File: config.mk
export PLATFORM = sky130hd
export DESIGN_NAME = tensor_ram_loader
export DESIGN_NICKNAME = d
export VERILOG_FILES = /design/src/rtl/tensor_ram_loader.sv
export SDC_FILE = /design/constraint.sdc
export NUM_CORES = 1
export LEC_CHECK = 0
export ABC_AREA = 1
export BUFFER_PORTS_ARGS = -buffer_cell sky130_fd_sc_hd__buf_2
export CAP_MARGIN = 20
export CORE_UTILIZATION = 34
export DETAILED_ROUTE_END_ITERATION = 7
export PLACE_DENSITY = 0.55
export SLEW_MARGIN = 30
export SYNTH_ARGS = -nofsm -noshare
export SYNTH_HDL_FRONTEND = slang
export SYNTH_SLANG_ARGS = --single-unit
File: constraint.sdc
create_clock -name clk -period 2 [get_ports clk]
set_clock_uncertainty 0.1 [all_clocks]
set_input_delay 0.3 -clock clk [delete_from_list [all_inputs] [get_ports clk]]
set_output_delay 0.3 -clock clk [all_outputs]
set_load 0.005 [all_outputs]
File: src/rtl/tensor_ram_loader.sv
// Packs a valid/ready stream of pixels little-endian into RAM words and writes them at consecutive,
// wrapping addresses from a programmable base. Each write is registered and appears one cycle after the completing pixel.
module tensor_ram_loader #(
  parameter  int D_WIDTH     = 32,
  parameter  int PIXEL_WIDTH = 8,
  parameter  int DEPTH       = 96*96,
  localparam int PPW         = D_WIDTH / PIXEL_WIDTH,
  localparam int ADDR_W      = $clog2(DEPTH),
  localparam int NP_W        = $clog2(DEPTH*PPW + 1)
) (
  input  logic                   clk,
  input  logic                   reset,
  input  logic                   start,
  input  logic [ADDR_W-1:0]      base_addr,
  input  logic [NP_W-1:0]        num_pixels,
  input  logic                   in_valid,
  output logic                   in_ready,
  input  logic [PIXEL_WIDTH-1:0] in_pixel,
  output logic                   we,
  output logic [ADDR_W-1:0]      addr_w,
  output logic [D_WIDTH-1:0]     din,
  output logic                   busy,
  output logic                   done
);

  localparam int LANE_W = (PPW > 1) ? $clog2(PPW) : 1;

  typedef enum logic {S_IDLE, S_FILL} state_t;

  state_t              state_q, state_d;
  logic [ADDR_W-1:0]   addr_q, addr_d;
  logic [NP_W-1:0]     rem_q, rem_d;
  logic [LANE_W-1:0]   lane_q, lane_d;
  logic [D_WIDTH-1:0]  pack_q, pack_d;
  logic                in_ready_q, in_ready_d;
  logic                we_q, we_d;
  logic [ADDR_W-1:0]   addr_w_q, addr_w_d;
  logic [D_WIDTH-1:0]  din_q, din_d;
  logic                busy_q, busy_d;
  logic                done_q, done_d;

  logic [D_WIDTH-1:0]  pack_ins;
  logic                accept;
  logic                last_px;
  logic                word_end;

  always_comb begin
    state_d  = state_q;
    addr_d   = addr_q;
    rem_d    = rem_q;
    lane_d   = lane_q;
    pack_d   = pack_q;
    we_d     = 1'b0;
    addr_w_d = addr_w_q;
    din_d    = din_q;
    busy_d   = busy_q;
    done_d   = 1'b0;

    pack_ins = pack_q;
    pack_ins[lane_q*PIXEL_WIDTH +: PIXEL_WIDTH] = in_pixel;

    accept   = in_valid && in_ready_q;
    last_px  = (rem_q == NP_W'(1));
    word_end = (lane_q == LANE_W'(PPW-1)) || last_px;

    case (state_q)
      S_IDLE: begin
        if (start) begin
          addr_d = base_addr;
          rem_d  = num_pixels;
          lane_d = '0;
          pack_d = '0;
          if (num_pixels != '0) begin
            state_d = S_FILL;
            busy_d  = 1'b1;
          end else begin
            done_d  = 1'b1;
          end
        end
      end
      S_FILL: begin
        // Count exhausted: this is the cycle showing the final write and done; busy drops after it.
        if (rem_q == '0) begin
          state_d = S_IDLE;
          busy_d  = 1'b0;
        end else if (accept) begin
          rem_d = rem_q - NP_W'(1);
          if (word_end) begin
            we_d     = 1'b1;
            addr_w_d = addr_q;
            din_d    = pack_ins;
            addr_d   = (addr_q == ADDR_W'(DEPTH-1)) ? '0 : addr_q + ADDR_W'(1);
            lane_d   = '0;
            pack_d   = '0;
            done_d   = last_px;
          end else begin
            pack_d = pack_ins;
            lane_d = lane_q + LANE_W'(1);
          end
        end
      end
      default: state_d = S_IDLE;
    endcase

    in_ready_d = (state_d == S_FILL) && (rem_d != '0);
  end

  always_ff @(posedge clk) begin
    if (reset) begin
      state_q    <= S_IDLE;
      addr_q     <= '0;
      rem_q      <= '0;
      lane_q     <= '0;
      pack_q     <= '0;
      in_ready_q <= 1'b0;
      we_q       <= 1'b0;
      addr_w_q   <= '0;
      din_q      <= '0;
      busy_q     <= 1'b0;
      done_q     <= 1'b0;
    end else begin
      state_q    <= state_d;
      addr_q     <= addr_d;
      rem_q      <= rem_d;
      lane_q     <= lane_d;
      pack_q     <= pack_d;
      in_ready_q <= in_ready_d;
      we_q       <= we_d;
      addr_w_q   <= addr_w_d;
      din_q      <= din_d;
      busy_q     <= busy_d;
      done_q     <= done_d;
    end
  end

  assign in_ready = in_ready_q;
  assign we       = we_q;
  assign addr_w   = addr_w_q;
  assign din      = din_q;
  assign busy     = busy_q;
  assign done     = done_q;

endmodule

==> run metrics, run 1 <==
cell taking the most area after synthesis=dfxtp_1; number of DRC markers in iteration 0=379; fin. max-slew vios=0; height of the die=132.5 um; actual slew at the worst max-slew pin=0.6558 ns; fin crit period=1.962 ns; worst hold endpoint=addr_q[8]$_SDFFE_PP0P_; ANT nets after route=0; TritonCTS clock tree=yes; r2r setup slk=0.04 ns; depth of the worst hold-timing path=3; TritonRoute pass-1 iters=4; period utilization=0.9808; startpoint types=register; worst hold path type=in -> reg; num rows=47; final hold slack=0.05286 ns; DR vias=roughly 6,000; Mapped Area=5793 um^2; Die Width=between 100 and 150 um; final hold violation count=0; critical path data required time=roughly 2.2 ns; final setup fails=0; first-pass GRT wire length=~27,000 um; worst r2r src=rem_q[8]$_SDFF_PP0_; ys async rst share=0; Syn Nets=around 900; Lkg Pwr=3.296 nW; clk slew on worst S/H paths=~0.060 ns; Seq cells post-synth=around 120; TritonCTS buffer count=17; Placed Instance Area=6857 um^2; I/O pins=between 90 and 100; sequential fraction of the synthesis area=0.3974; busiest layer in global routing=met2; DR vias/cell=4.817; CTS sink count=about 120; Fmax=509.8 MHz; synth top area cells=dfxtp_1 40%, nand2_1 9.7%, a21oi_1 8.0%, nor2_1 7.9%, o21ai_0 7.7%; Root Buffer Master=clkbuf_16; WL/cell=13.93 um; CP arrival=around 2.2 ns; Routed WL=17,020 um; synth unique cells=35; # DRC=0; largest net degree at the start of global routing=52; Crit Path Category=reg -> reg; Starting Density=0.3493; worst-path fanout max=13; number of global-route vias before repair=5,463; die area=17,560 um^2; worst vdd ir=629.5 uV; crit end category=register; initial antenna violation count=0; min-delay src=base_addr[8]; Skew-Pair Late Insertion Delay=0.42 ns; nets=1,041; cell with the largest stage delay on the worst path=dfxtp_2; Max Cap Viol=0; RSZ-0062 raised after global routing=yes; diode count=0; Total GRT Usage=0.1902; crit-path max cell delay=0.33 ns; area delta synth->final=33.78%; routability cong.=0.8253; relative slew slack=0.5628; synthesis warning total=0; met3 Use GR=0.03640; met2 usage=0.3079; grt ovf=0; syn_area_per_cell=6.864 um^2; crit-path cells=nor2_2, nand2_2, nor2_4, nand4_1, inv_2, or2_4, nand2_4, buf_4, o21ai_1, nor2_1; dominant cell by count in the synthesized netlist=nand2_1; I/O Buffers=91; Synth Flop Type=dfxtp_1; status=finished, final reports clean; Mapped Cells=844; final instance area=just under 8000 um^2; Cell Pwr Density=roughly 790 nW/um^2; R2R depth=10; synth cell count leaders=150 x nand2_1, 122 x nor2_1, 115 x dfxtp_1; share of cells above drive strength 1=0.2705; clock buffer depth=2; H-tree depth=4; reg-to-reg endpoint=din[25]$_SDFFE_PP0P_; Post-synth EDFFs=0; CTS Hold Bufs=0; Core Region=16,580 um^2; met1 Use GR=0.2499; top-area cell type share of the netlist area=0.3974; DP Wirelength=11,780 um
-- cells by family after synthesis --
logic type / after synthesis / synth area share
buffers and inverters: 141 / 0.1073
and+or+nand+nor: 354 / 0.2650
adders and majority gates: 9 / 0.01944
AOI/OAI and AO/OA: 219 / 0.2017
xor gates and xnor gates: 6 / 0.009071
DFF: 115 / 0.3974
-- report_power, final --
group	leakage, nW	switching, W	internal, W
clock	0.256	0.00107	0.00165
sequential	0.937	0.0000654	0.00236
combinational	2.10	0.000572	0.000403
total	3.30	0.00171	0.00442
-- flip-flops by register name, indices dropped and copies added, names as in the netlist --
name      cells
addr_q       14
done          1
state_q       1
in_ready      1
rem_q        16
busy          1
din          32
addr_w       14
lane_q        2
pack_q       32
we            1
-- stage by stage --
step	util	setup TNS, ns	std cells	total power [W]	setup slack (ns)
after CTS	0.4461	0	1211	0.006059	0.01296
after detailed placement	0.4135	-0.1714	1180	0.003324	-0.06421
after global placement	0.4135	-0.06527	1180	0.003327	-0.03444
final	0.4673	0	1222	0.006130	0.03844
after global routing	0.4673	-2.301	1222	0.006395	-0.06521
after floorplan	-	0	844	0.002989	0.003029
-- per-layer routing --
layer	vias up	part of all wire
li1	3072	-
met1	2660	0.48
met2	133	0.46
met3	21	0.045
met4	0	0.017
met5	-	0
-- what timing repair did --
action	CTS	global route
buffers inserted	0	6
pin swaps	0	25
gates cloned	0	5
endpoints found under the setup margin	37	94
resized for setup	5	97
-- worst max-delay path by stage --
stage                     slack (ns)  cells past startpoint                      end            startpoint
after floorplan                0.003                     14  addr_q[10]$_SDFFE_PP0P_   rem_q[0]$_SDFF_PP0_
after global routing           -0.07                     13      in_ready$_SDFF_PP0_  rem_q[13]$_SDFF_PP0_
final                           0.04                     10     din[25]$_SDFFE_PP0P_   rem_q[8]$_SDFF_PP0_
after CTS                       0.01                     14      in_ready$_SDFF_PP0_   rem_q[0]$_SDFF_PP0_
after detailed placement       -0.06                     11     din[25]$_SDFFE_PP0P_   rem_q[0]$_SDFF_PP0_
after global placement         -0.03                     11     din[25]$_SDFFE_PP0P_   rem_q[0]$_SDFF_PP0_
-- cell type report --
class / instances / area [um^2]
Sequential cell: 115 / 2313
Clock buffer: 21 / 470.5
Tap cell: 220 / 275.3
Clock inverter: 10 / 60.06
Fill cell: 1732 / 8833
Inverter: 95 / 371.6
Timing Repair Buffer: 172 / 1220
Multi-Input combinational cell: 589 / 3039
-- placed cells by master (no fill, tap or decap), types with 2 or more instances in the layout --
| master | instances |
|---|---|
| ha_1 | 7 |
| clkbuf_16 | 20 |
| dfxtp_1 | 106 |
| nor4_1 | 5 |
| buf_6 | 9 |
| o22ai_1 | 23 |
| nand2_1 | 143 |
| a22oi_1 | 2 |
| nand2_2 | 9 |
| nand2_4 | 6 |
| nor2_2 | 9 |
| xor2_1 | 5 |
| nand3_1 | 45 |
| nor2_4 | 7 |
| inv_1 | 84 |
| a21oi_2 | 9 |
| buf_2 | 91 |
| buf_4 | 63 |
| ha_4 | 2 |
| nand3_2 | 2 |
| nand4_1 | 10 |
| nor2_1 | 111 |
| clkinvlp_4 | 4 |
| inv_2 | 6 |
| clkinv_2 | 6 |
| o21ai_0 | 59 |
| buf_12 | 5 |
| inv_4 | 3 |
| o21ai_1 | 29 |
| clkbuf_8 | 3 |
| dfxtp_2 | 9 |
| o32ai_1 | 8 |
| nor3_1 | 2 |
| a21oi_1 | 85 |
-- worst max-delay path, delay by kind of cell, from the launching register on --
| kind | cells | cell delay [ns] |
|---|---|---|
| flops | 1 | 0.33 |
| buf+inv | 2 | 0.29 |
| compound gates | 1 | 0.17 |
| simple gates | 7 | 0.94 |
No activity file was read; power rests on OpenSTA's default activity.
==> run 2: changes to the inputs <==
BUFFER_PORTS_ARGS = not set   (was -buffer_cell sky130_fd_sc_hd__buf_2)
CORE_UTILIZATION = 40   (was 34)
DONT_BUFFER_PORTS = 1   (was not set)
PLACE_DENSITY = 0.57   (was 0.55)
==> run 2 against run 1 <==
Net effect: the flow now finishes with violations (hold timing); cell count fell by 12%; core utilization up 4.3 points; via count down 3.1%; global-route usage up 2.9 points; die area is 15% lower; total power increased by 2.6%; register-to-register slack improved by 0.02 ns; critical path depth is 4 higher; critical path type unchanged; largest cell class unchanged; largest power group unchanged.
==> run metrics, run 2 (synthesis results as in run 1) <==
clock buffer depth=2 (unchanged); WL/cell=15.15 um (+8.8%); TritonRoute pass-1 iters=5 (+1); cell with the largest stage delay on the worst path=dfxtp_2; final setup fails=0 (unchanged); area delta synth->final=23.15%; # DRC=0 (unchanged); Max Cap Viol=0 (unchanged); Post-Place Cells=1,030 (-13%); RSZ-0062 raised after global routing=yes; Cell Pwr Density=881.1 nW/um^2 (+11%); final std cells w/o fill=1,079 (-12%); TritonCTS clock tree=yes; FF/Latch Area=2316 um^2 (+0.11%); DR vias/cell=5.285 (+9.7%); I/O pins=92 (unchanged); crit-path max cell delay=0.33 ns (about the same); worst hold path type=in -> reg; Total GRT Usage=0.2187 (+0.02853); Final Util=0.5100 (+0.04269); final hold slack=-0.0003630 ns (-0.05323 ns); highest-count cells in the layout ignoring fill and taps=146 x nand2_1, 108 x nor2_1, 106 x dfxtp_1; Placed Instance Area=6196 um^2 (-9.6%); first-pass GRT wire length=25,650 um (-4.3%); I/O Buffers=0 (-100%); number of DRC markers in iteration 0=400 (+5.5%); r2r setup slk=0.06 ns (+0.02 ns); Crit Path Category=reg -> reg; crit end category=register; final hold violation count=1 (+1); failing checks=hold timing; status=finished with violations; diode count=0 (unchanged); crit path launch=rem_q[1]$_SDFF_PP0_; Core Region=13,990 um^2 (-16%); setup TNS=0 ns (unchanged); Fmax=516.3 MHz (+1.3%); worst vdd ir=566.7 uV (-10%); relative slew slack=0.6481 (+0.08527); routability cong.=0.8498 (+3.0%); area of the multi-input gates=3005 um^2 (-1.1%); height of the die=122.3 um (-7.7%); crit-path cells=inv_4, ha_4, nand2_4, nor2_8, nand2_8, buf_12, o21ai_4, nand2_1, a21oi_2, nand2_1, nor2_2, nand3_1, nor2_1, nor2_1; CTS sink count=115 (unchanged); H-tree depth=4 (unchanged); WP buf/inv=2 (unchanged); ANT nets after route=0 (unchanged); worst-path fanout max=5 (-8); Skew-Pair Late Insertion Delay=0.42 ns (about the same); critical path data required time=2.21 ns (about the same); stages on the worst setup path=14 (+4); clk slew on worst S/H paths=0.05 ns (about the same); startpoint types=register; Lkg Pwr=2.768 nW (-16%); TritonCTS buffer count=17 (unchanged); nets=937 (-10%); Root Buffer Master=clkbuf_16; Starting Density=0.4141 (+0.06480); initial antenna violation count=0 (unchanged); final instance area=7134 um^2 (-7.9%); Routed WL=16,350 um (-4.0%); commonest non-fill, non-tap cell in the layout=nand2_1; crit-path leading delay family=simple AND/OR/NAND/NOR gates; die area=14,970 um^2 (-15%); num rows=43 (-8.5%); CP endpoint=in_ready$_SDFF_PP0_; fin. max-slew vios=0 (unchanged); R2R depth=14 (+4); number of global-route vias before repair=5,254 (-3.8%); DP Wirelength=11,270 um (-4.4%); Die Width=122.3 um (-7.7%); actual slew at the worst max-slew pin=0.5231 ns (-0.1327 ns); reg-to-reg endpoint=in_ready$_SDFF_PP0_; share of cells above drive strength 1=0.1635 (-0.1069); fillers=1,379 (-20%); period utilization=0.9684 (-0.01242); CP arrival=2.14 ns (-0.03 ns); fin crit period=1.937 ns (-0.02484 ns); DR vias=5,703 (-3.1%); grt ovf=0 (unchanged); worst r2r src=rem_q[1]$_SDFF_PP0_; largest net degree at the start of global routing=52 (unchanged)
## run 2: cell count changes in the layout (fill, tap and decap cells not counted), moves of 8 or more
cell           before  now
buf_2              91    0
buf_4              63   51
dlygate4sd3_1       0    8
o21ai_0            59   82
o21ai_1            29    6
## run 2: cell type report
class                      instances  share of cell area
multi-input combinational        588              0.4213
sequential                       115              0.3246
timing repair buffer              69             0.09032
clock buffer                      23             0.06699
inverter                          95             0.05068
tap                              180             0.03157
clock inverter                     9             0.01456
## run 2: where the power goes
| group | internal, W | switching (W) | leakage (nW) |
|---|---|---|---|
| Clock | 0.00192 | 0.00105 | 0.283 |
| Sequential | 0.00236 | 0.0000686 | 0.937 |
| Combinational | 0.000356 | 0.000523 | 1.55 |
| Total | 0.00464 | 0.00164 | 2.77 |
## run 2: worst min-delay path by stage
| stage | slack, ns | cells past startpoint | end | startpoint |
|---|---|---|---|---|
| after floorplan | 0.34 | 2 | pack_q[0]$_SDFFE_PP0P_ | pack_q[0]$_SDFFE_PP0P_ |
| after global placement | 0.28 | 1 | pack_q[0]$_SDFFE_PP0P_ | reset |
| after detailed placement | 0.28 | 1 | pack_q[18]$_SDFFE_PP0P_ | reset |
| after CTS | 0.004 | 2 | addr_q[11]$_SDFFE_PP0P_ | base_addr[11] |
| after global routing | 0.007 | 2 | addr_q[9]$_SDFFE_PP0P_ | base_addr[9] |
| final | -0.0004 | 2 | addr_q[9]$_SDFFE_PP0P_ | base_addr[9] |
## run 2: repair_timing
action / CTS / global route
gates resized for setup: 8 / 53
gates cloned: 0 / 1
hold buffers: 9 / 0
buffers inserted: 0 / 7
hold endpoints to repair: 59 / 0
endpoints found under the setup margin: 43 / 65
pin swaps: 0 / 26
## run 2: stage by stage
| stage | total power [W] | setup WS [ns] |
|---|---|---|
| floorplan | 0.002989 | 0.003029 |
| global placement | 0.003208 | -0.1078 |
| detailed placement | 0.003216 | -0.1174 |
| CTS | 0.006238 | -0.00005995 |
| global route | 0.006542 | -0.03142 |
| finish | 0.006286 | 0.06328 |
## run 2: per-layer routing
layer	vias to the layer above	GRT usage	wire, um
li1	2862	-	-
met4	0	0.08308	327
met1	2646	0.2878	7457
met2	167	0.3452	7545
met5	-	0	0
met3	28	0.05158	1016
==> run 3: changes to the inputs <==
CORE_MARGIN = 3   (was not set)
==> run 3 against run 2 <==
Net effect: the flow still finishes with violations (hold timing); die area is 6.6% higher; critical path depth decreased by 3; hold slack got worse by 0.0014 ns; routed wire length rose by 8.3%; clock-buffer cell count shrank 6; non-clock buffer count up 9; flip-flop and latch count stayed put; critical path type unchanged; largest cell class unchanged; largest power group unchanged.
==> run metrics, run 3 (synthesis results as in run 1) <==
DR vias/cell=5.398 (+2.1%); CTS sink count=115 (unchanged); switching share of power=0.2742 (+0.01259); Placed Instance Area=6163 um^2 (-0.53%); actual slew at the worst max-slew pin=0.4985 ns (-0.02462 ns); period utilization=0.9981 (+0.02971); dpl ws=-0.1386 ns (-0.02119 ns); setup TNS=0 ns (unchanged); final instance area=7594 um^2 (+6.4%); startpoint types=register; H-tree depth=4 (unchanged); critical path data required time=2.26 ns (+0.05 ns); largest net degree at the start of global routing=52 (unchanged); relative slew slack=0.6646 (+0.01656); Final Util=0.5408 (+0.03075); CP arrival=2.26 ns (+0.12 ns); final hold slack=-0.001729 ns (-0.001366 ns); Max Cap Viol=0 (unchanged); initial antenna violation count=0 (unchanged); DP Wirelength=11,810 um (+4.8%); highest-count cells in the layout ignoring fill and taps=138 x nand2_1, 108 x nor2_1, 108 x dfxtp_1; share of cells above drive strength 1=0.2086 (+0.04505); first-pass GRT wire length=26,590 um (+3.7%); ANT nets after route=0 (unchanged); number of DRC markers in iteration 0=443 (+11%); worst-path fanout max=8 (+3); clk slew on worst S/H paths=0.06 ns (about the same); commonest non-fill, non-tap cell in the layout=nand2_1; height of the die=126.3 um (+3.3%); Cell Pwr Density=850.9 nW/um^2 (-3.4%); fin crit period=1.996 ns (+0.05942 ns); TritonRoute pass-1 iters=5 (unchanged); # DRC=0 (unchanged); Crit Path Category=reg -> reg; number of global-route vias before repair=5,518 (+5.0%); crit end category=register; failing checks=hold timing; Skew-Pair Late Insertion Delay=0.42 ns (about the same); Fmax=501.0 MHz (-3.0%); clock buffer depth=2 (unchanged); PnR worst setup slack=0.003865 ns (-0.05942 ns); nets=949 (+1.3%); Pint=0.004690 W (+1.0%); routability cong.=0.8824 (+3.8%); Flop pwr share=0.377 (-0.010); status=finished with violations; worst hold path type=in -> reg; WL/cell=16.23 um (+7.1%); Starting Density=0.4125 (-0.001587); TritonCTS clock tree=yes; Root Buffer Master=clkbuf_16; final setup fails=0 (unchanged); area delta synth->final=31.08%; Total GRT Usage=0.2053 (-0.01348); Tot Pwr=0.006461 W (+2.8%); I/O Buffers=0 (unchanged); I/O pins=92 (unchanged); Routed WL=17,710 um (+8.3%); Core Region=14,040 um^2 (+0.38%); Comb pwr share=0.142 (+0.002); RSZ-0062 raised after global routing=yes; grt ovf=0 (unchanged); diode count=0 (unchanged); DR vias=5,889 (+3.3%); switching pwr=0.001772 W (+7.7%); fin. max-slew vios=0 (unchanged); TritonCTS buffer count=17 (unchanged); num rows=43 (unchanged); die area=15,960 um^2 (+6.6%); final hold violation count=1 (unchanged); Clock power frac=0.481 (+0.008); worst vdd ir=568.9 uV (+0.39%); Die Width=126.3 um (+3.3%); Lkg Pwr=2.989 nW (+8.0%)
[run 3: power by group through the flow]
stage / combinational, W / clock, W / sequential, W
floorplan: 0.000533 / 0 / 0.00246
global placement: 0.000712 / 0 / 0.00246
detailed placement: 0.000723 / 0 / 0.00247
CTS: 0.000787 / 0.00316 / 0.00242
global route: 0.00102 / 0.00324 / 0.00244
finish: 0.000921 / 0.00311 / 0.00243
[run 3: area by class of cell]
type,count,area (um^2)
Timing Repair Buffer,78,848.3
Fill cell,1338,6449
Clock buffer,17,425.4
Tap cell,180,225.2
Inverter,95,371.6
Multi-Input combinational cell,591,3228
Sequential cell,115,2311
Clock inverter,15,183.9
[run 3: repair_timing]
item                       CTS  global route
resized for setup           10           115
cloned                       1             9
pin swaps                    1            16
hold endpoints to repair    63             0
setup endpoints to repair   55            94
hold buffers                14             0
buffers inserted             4             7
[run 3: layer usage]
layer	wire length [um]	track usage
met5	0	0
met4	371	0.08517
met3	1097	0.05347
met2	8488	0.3334
met1	7750	0.2593
[run 3: critical path, stage by stage, from the launching register on]
cell and delay [ns]:
dfxtp_2 0.34, inv_2 0.06, buf_6 0.13, ha_4 0.14
nand4_1 0.10, inv_2 0.05, or2_4 0.26, nor3_4 0.20
buf_12 0.16, clkbuf_16 0.18, nand2_4 0.05, a21oi_2 0.14
[run 3: worst paths after layout]
kind	depth (start not counted)	endpoint	slack, ns	from
max reg2reg	11	pack_q[3]$_SDFFE_PP0P_	0.004	rem_q[1]$_SDFF_PP0_
max	11	pack_q[3]$_SDFFE_PP0P_	0.004	rem_q[1]$_SDFF_PP0_
min reg2reg	2	pack_q[20]$_SDFFE_PP0P_	0.36	pack_q[20]$_SDFFE_PP0P_
min	2	addr_q[9]$_SDFFE_PP0P_	-0.002	base_addr[9]
[run 3: stage by stage]
step | hold WS, ns | instances
final | -0.001729 | 1091
after global routing | 0.02343 | 1091
after CTS | 0.003847 | 1075
after detailed placement | 0.2818 | 1024
after global placement | 0.2790 | 1024
after floorplan | 0.3436 | 844
